## config.mk

```make
export PLATFORM = sky130hd
export DESIGN_NAME = conv3x3_window_mac
export DESIGN_NICKNAME = d
export VERILOG_FILES = /design/src/rtl/conv3x3_window_mac.sv
export SDC_FILE = /design/constraint.sdc
export NUM_CORES = 2
export LEC_CHECK = 0
export ABC_CLOCK_PERIOD_IN_PS = 9800
export BUFFER_PORTS_ARGS = -buffer_cell sky130_fd_sc_hd__buf_2
export CAP_MARGIN = 20
export CORE_ASPECT_RATIO = 0.6
export CORE_MARGIN = 2
export CORE_UTILIZATION = 47
export DETAILED_ROUTE_END_ITERATION = 6
export PLACE_DENSITY_LB_ADDON = 0.15
export REMOVE_ABC_BUFFERS = 1
export SYNTH_ARGS = -nofsm -noshare
export SYNTH_HDL_FRONTEND = slang
export SYNTH_SLANG_ARGS = --single-unit
```

## constraint.sdc

```tcl
create_clock -name clk -period 9.8 [get_ports clk]
set_input_delay 0.49 -clock clk [delete_from_list [all_inputs] [get_ports clk]]
set_output_delay 0.49 -clock clk [all_outputs]
set_load 0.005 [all_outputs]
```

## src/rtl/conv3x3_window_mac.sv

```systemverilog
// 3x3 window multiply-accumulate stage fed by the line buffer taps R0..R8.
// Tracks pixel position, drops edge windows, and emits ReLU-quantized results with a linear address.
module conv3x3_window_mac #(
    parameter int IMG_W  = 58,
    parameter int IMG_H  = 58,
    parameter int DATA_W = 9,
    parameter int W_W    = 8,
    parameter int B_W    = 16,
    parameter int ACC_W  = 22,
    parameter int SHIFT  = 0,
    parameter int OUT_W  = 9
) (
    input  logic                     clk,
    input  logic                     rst,
    input  logic                     start,
    input  logic [9*W_W-1:0]         weights,
    input  logic signed [B_W-1:0]    bias,
    input  logic                     pix_valid,
    input  logic signed [DATA_W-1:0] R0,
    input  logic signed [DATA_W-1:0] R1,
    input  logic signed [DATA_W-1:0] R2,
    input  logic signed [DATA_W-1:0] R3,
    input  logic signed [DATA_W-1:0] R4,
    input  logic signed [DATA_W-1:0] R5,
    input  logic signed [DATA_W-1:0] R6,
    input  logic signed [DATA_W-1:0] R7,
    input  logic signed [DATA_W-1:0] R8,
    output logic                     out_valid,
    output logic [OUT_W-1:0]         out_data,
    output logic [11:0]              out_addr,
    output logic                     busy,
    output logic                     done
);

    localparam int P_W = DATA_W + W_W;
    localparam int CW  = $clog2(IMG_W);
    localparam int RW  = $clog2(IMG_H);
    localparam logic [CW-1:0] COL_LAST = CW'(IMG_W - 1);
    localparam logic [RW-1:0] ROW_LAST = RW'(IMG_H - 1);
    localparam logic signed [ACC_W-1:0] OMAX = ACC_W'((1 << (OUT_W - 1)) - 1);

    typedef enum logic [1:0] {IDLE, RUN, DRAIN, DONE} state_t;

    state_t                   state;
    logic signed [W_W-1:0]    w_q    [9];
    logic signed [B_W-1:0]    b_q;
    logic [CW-1:0]            col;
    logic [RW-1:0]            row;
    logic                     pv_d, v2, v3;
    logic [11:0]              out_idx;
    logic signed [DATA_W-1:0] r_tap  [9];
    logic signed [P_W-1:0]    prod_q [9];
    logic signed [ACC_W-1:0]  acc_q;
    logic signed [ACC_W-1:0]  sum_c;
    logic signed [ACC_W-1:0]  relu_c;
    logic signed [ACC_W-1:0]  sh_c;
    logic [OUT_W-1:0]         q_c;

    assign r_tap[0] = R0;
    assign r_tap[1] = R1;
    assign r_tap[2] = R2;
    assign r_tap[3] = R3;
    assign r_tap[4] = R4;
    assign r_tap[5] = R5;
    assign r_tap[6] = R6;
    assign r_tap[7] = R7;
    assign r_tap[8] = R8;

    always_ff @(posedge clk or posedge rst) begin
        if (rst) begin
            state <= IDLE;
            busy  <= 1'b0;
            done  <= 1'b0;
            row   <= '0;
            col   <= '0;
            b_q   <= '0;
            for (int unsigned i = 0; i < 9; i++) w_q[i] <= '0;
        end else begin
            done <= 1'b0;
            case (state)
                IDLE: if (start) begin
                    for (int unsigned i = 0; i < 9; i++) w_q[i] <= weights[i*W_W +: W_W];
                    b_q   <= bias;
                    row   <= '0;
                    col   <= '0;
                    busy  <= 1'b1;
                    state <= RUN;
                end
                RUN: if (pix_valid) begin
                    if (col == COL_LAST) begin
                        col <= '0;
                        if (row == ROW_LAST) state <= DRAIN;
                        else                 row   <= row + 1'b1;
                    end else begin
                        col <= col + 1'b1;
                    end
                end
                DRAIN: if (!pv_d && !v2 && !v3) begin
                    // done lands in the cycle after the final out_valid
                    busy  <= 1'b0;
                    done  <= 1'b1;
                    state <= DONE;
                end
                DONE: state <= IDLE;
                default: state <= IDLE;
            endcase
        end
    end

    always_comb begin
        sum_c = {{(ACC_W-B_W){b_q[B_W-1]}}, b_q};
        for (int unsigned i = 0; i < 9; i++)
            sum_c = sum_c + {{(ACC_W-P_W){prod_q[i][P_W-1]}}, prod_q[i]};
    end

    always_comb begin
        relu_c = acc_q[ACC_W-1] ? '0 : acc_q;
        sh_c   = relu_c >>> SHIFT;
        q_c    = (sh_c > OMAX) ? OMAX[OUT_W-1:0] : sh_c[OUT_W-1:0];
    end

    always_ff @(posedge clk or posedge rst) begin
        if (rst) begin
            pv_d      <= 1'b0;
            v2        <= 1'b0;
            v3        <= 1'b0;
            out_valid <= 1'b0;
            out_data  <= '0;
            out_addr  <= '0;
            out_idx   <= '0;
            acc_q     <= '0;
            for (int unsigned i = 0; i < 9; i++) prod_q[i] <= '0;
        end else begin
            // the line buffer shifts on the sampling edge, so taps are consumed a cycle later
            pv_d      <= (state == RUN) && pix_valid && (row >= RW'(2)) && (col >= CW'(2));
            v2        <= pv_d;
            v3        <= v2;
            out_valid <= v3;
            for (int unsigned i = 0; i < 9; i++) prod_q[i] <= r_tap[i] * w_q[i];
            acc_q <= sum_c;
            if (state == IDLE && start) out_idx <= '0;
            else if (v3)                out_idx <= out_idx + 1'b1;
            if (v3) begin
                out_data <= q_c;
                out_addr <= out_idx;
            end
        end
    end

endmodule

```

Word-level counts from Yosys, hierarchy flattened
Index checks and enable logic that the tools add are counted.
- latch bits: 0
- memory bits (writable): 0
- memories kept: 0
- bits in registers: 316
- bits of input ports: 173
- ROM bits: 0
- logic and storage cells: 108
- add/subtract/negate cells: 12
- reductions and logical operators: 18
- $mul: 9
- equality and inequality tests: 11
- div/mod/pow operators: 0
- $lt $le $gt $ge: 3
- bitwise logic cells: 0
- shifts and indexed selects: 0
- multiplexer cells: 23
- operators by type and width (cell ; number):
    multiplier 9 x 8 -> 17 bit ; 9
    adder 22 bit ; 4
    2-to-1 mux 6 bit ; 6
    2-to-1 mux 12 bit ; 2
    case mux 6 bit (2 select lines) ; 2
    adder 21 x 17 -> 22 bit ; 1
    adder 20 x 17 -> 21 bit ; 1
    > comparator 21 x 8 -> 1 bit (second input constant) ; 1
    2-to-1 mux 21 bit ; 1
    adder 19 x 17 -> 20 bit ; 1
    adder 18 x 17 -> 19 bit ; 1
    adder 16 x 17 -> 18 bit ; 1
    adder 12 x 1 -> 12 bit (second input constant) ; 1
    adder 6 x 1 -> 6 bit (second input constant) ; 2
    == test 6 bit (second input constant) ; 2
    greater-or-equal comparator 6 x 2 -> 1 bit (second input constant) ; 2
    inequality test 2 bit (second input constant) ; 6
    2-to-1 mux 2 bit ; 5
    AND reduction 5 bit ; 2
    2-to-1 mux 9 bit ; 1
    case mux 2 bit (4 select lines) ; 1
    logical AND 1 bit ; 6
    AND reduction 3 bit ; 2
    nonzero test 2 bit ; 3
    other kinds (7) ; 13

Longest topological paths before layout
- depth in word-level cells: 9
- depth in mapped cells: 18
- gate-level depth less buffers: 18

Worst setup path after synthesis
No wires, ideal clock.
- kind: register to register
- start: register prod_q[87] (netlist bit)
- end: register acc_q[21]
- required time: 9713 ps
- path slack: 5054 ps
- stages on the path, launching flop included: 17
- path buffers: 0
- arrival time: 4660 ps
- period minus slack after synthesis: 4746 ps
- cells stage by stage: dfrtp_1 -> fa_1 -> fa_1 -> fa_1 -> inv_1 -> fa_1 -> inv_1 -> fa_1 -> inv_1 -> fa_1 -> nor2b_4 -> o2111ai_2 -> a31oi_2 -> o31ai_2 -> a21oi_2 -> mux2_2 -> a211oi_2
- word-level cells in the longest chain between the ends: 6
- RTL lines (what ; RTL line ; text):
    from (decl) ; 52 ; logic signed [P_W-1:0] prod_q [9];
    adder 20 x 17 -> 21 bit ; 113 ; sum_c = sum_c + {{(ACC_W-P_W){prod_q[i][P_W-1]}}, prod_q[i]};
    adder 21 x 17 -> 22 bit ; 113 ;
    adder 22 bit (4 in series) ; 113 ;
    named net sum_c[21] ; 54 ; logic signed [ACC_W-1:0] sum_c;
    to (signal assigned) ; 140 ; acc_q <= sum_c;
    to (decl) ; 53 ; logic signed [ACC_W-1:0] acc_q;
The timed path passes the listed nets, and every way through them passes these cells.
A chain may end at the register's enable or synchronous reset.

Worst setup path in the final report
Ends and elaborated chain as after synthesis.

==> results.yml <==
placed_design:
  gp_congestion: 0.874
  port_buffers: 196
  place_worst_setup_slack_ns: 4.71
  dp_hpwl_um: 73800
  detailed_place.area_mm2: 0.0405
clock_network:
  clk_latency_ns: 0.60
  cts_tree: "yes"
  htree_levels: 2
  clk_pin_slew_ns: 0.08
  cts_made_buffers: 36
  cts.sinks: 316
  cts.repair.resized: 0
  clockBufferDepth: 3
  root_buffer: "clkbuf_16"
route:
  drt_pre_antenna_iters: 5
  wl_per_cell_um: 17.4
  drtIter0Drc: 1755
  via_count: 24200
  viasPerCell: 4.85
  postRouteWirelength_um: 86600
  drc: 0
  ant_nets: 0
final_layout:
  syn_to_final_growth_pct: 9.06
  drive_above_1_share_pct: 9.20
  multi_input_area_mm2: 0.0270
  final_util_pct: 52.1
  nets: 5080
  fin_area_mm2: 0.0417
  fillers: 7267
  seq_area_mm2: 0.00791
timing:
  rsz0062_at_grt: "no"
  fmax_mhz: 196
  fin_crit_sh_pct: 51.9
  clock_skew_ns: 0.0280
  min_period_ns: 5.09
  worstMarginPinSlew_ns: 0.895
  setup_viol: 0
  slew_violations: 0
  tns_ns: 0
  relSlewSlack_pct: 40.3
  fin_ws_ns: 4.71
  hold_viol_final: 0
setup_path:
  start_kind: "register"
  crit_fanout: 4
  cp_cell_sequence: "fa_1 > fa_1 > fa_1 > inv_1 > fa_1 > inv_1 > fa_1 > inv_1 > fa_1 > nor2b_4 > o2111ai_2 > a31oi_2 > o31ai_2 > a21oi_2 > mux2_2 > a211oi_2"
  cp.arrival_ns: 5.58
  end_kind: "register"
  cpMostUsedCell: "fa_1"
  slowest_stage: "fa_1"
  slowest_delay_ns: 0.56
  worstSetupPathType: "reg2reg"
  required_ns: 10.29
  worst-r2r-cell-count: 16
yosys:
  ys_async_sr_fraction_pct: 100
  ys.flop_type: "dfrtp_1"
  yosys_warnings: 0
  synth_cells: 3700
  synth_most_common_cell: "inv_1"
  synth_common_cells: "inv_1 (855), fa_1 (690), and2_1 (370)"
  seq_area_frac_synth_pct: 20.7
  synth_seq_cells: 316
  synth.area.top_cells: "fa_1 (36%), dfrtp_1 (21%), ha_1 (10%)"
  synth_cell_type_count: 59
  synth_edf_count: 0
  netlist_area_mm2: 0.0382
  syn_area_per_cell_um2: 10.3
  yosys.area.top_type: "fa_1"
  yosysTopAreaCellShare_pct: 36.1
floorplan:
  start_util_pct: 47.8
  io_pins: 197
  core-area_mm2: 0.0800
  die_h_um: 225
  dieArea_mm2: 0.0837
  die_x_um: 372
  rows: 80
global_routing:
  grt_start_max_net_pins: 137
  grt_pass1_wl_um: 144000
  grt_pass1_vias: 25200
  antenna_found_initial: 7
  grt_overflow: 0
  track_usage_pct: 22.2
run:
  drv_cap: 0
hold_path:
  worstHoldPathCells: 3
  min_path_type: "in2reg"
status:
  status: "completed"
routing by layer:
layer / share of wire (%) / GRT usage (%) / vias to the layer above / wire [um]
met5: 0.015 / 0 / - / 13
met4: 1.4 / 3.42 / 2 / 1190
met3: 5.7 / 3.67 / 64 / 4900
met2: 39 / 29.7 / 495 / 33800
met1: 54 / 37.6 / 12200 / 46700
li1: - / - / 11500 / -
through the flow:
step | hold slack, ns | instances
floorplan | 0.355 | 3662
global placement | 0.361 | 4929
detailed placement | 0.362 | 4929
CTS | 0.0665 | 4989
global route | 0.101 | 4992
finish | 0.0997 | 4992
critical path, delay by kind of cell, from the launching register on:
kind	cells	cell delay (ns)
compound gates	5	0.95
fa+ha+maj	6	2.97
mux	1	0.38
simple gates	1	0.15
buf+inv	3	0.16
flops	1	0.38
logic make-up (layout without fill, tap and decap cells):
family / count (synthesis) / in the layout / share of synthesized area (%)
adders and majority gates: 1004 / 1004 / 46.4
and+or+nand+nor: 954 / 954 / 13.0
buffers and inverters: 893 / 1118 / 8.77
DFF: 316 / 316 / 20.7
AOI/OAI and AO/OA: 259 / 259 / 4.31
xor gates and xnor gates: 187 / 187 / 4.28
muxes: 87 / 87 / 2.56
other: 0 / 1 / 0
layout by cell type (no fill, tap or decap), types with 20 or more instances in the layout:
| cell | synthesis | layout |
|---|---|---|
| inv_1 | 855 | 854 |
| fa_1 | 690 | 690 |
| and2_1 | 370 | 369 |
| dfrtp_1 | 316 | 316 |
| ha_1 | 314 | 314 |
| nand2_1 | 264 | 264 |
| buf_2 | 1 | 196 |
| xnor2_1 | 154 | 154 |
| nor2_1 | 126 | 126 |
| o21ai_0 | 92 | 92 |
| mux2_2 | 85 | 85 |
| nand2b_1 | 83 | 83 |
| a21oi_1 | 51 | 51 |
| clkbuf_16 | 0 | 36 |
| nor2b_1 | 33 | 33 |
| xor2_1 | 33 | 33 |
| a21o_1 | 29 | 29 |
| nor3_1 | 20 | 20 |
sequential cells by signal (all words and copies together) (netlist names):
signal,flops
b_q,16
state,2
col,6
out_valid,1
out_addr,12
v3,1
acc_q,22
row,6
prod_q,153
done,1
out_data,9
w_q,72
pv_d,1
busy,1
out_idx,12
v2,1
area by class of cell:
type,instances,area share [%]
clock buffer,43,2.32
tap,1066,3.20
sequential,316,19.0
inverter,855,7.71
clock inverter,17,0.570
antenna,1,0.00600
multi-input combinational,2491,64.7
timing repair buffer,203,2.53
what timing repair did:
item	in CTS	in global routing
hold buffers	0	1
endpoints found under the hold margin	0	34
buffers inserted	0	0
path summary, 6_finish.rpt:
path | start | slack, ns | endpoint
worst min register to register | v2 | 0.37 | v3
max in group asynchronous | rst | 6.91 | w_q[63]
worst min-delay path | weights[71] | 0.1 | w_q[7]
min in group asynchronous | rst | 0.41 | row[4]
worst max register to register | prod_q[87] | 4.71 | acc_q[21]
worst max-delay path | prod_q[87] | 4.71 | acc_q[21]
Power is not shown: default switching activity piles up to over one toggle a cycle in this logic, so the estimate is an artifact.
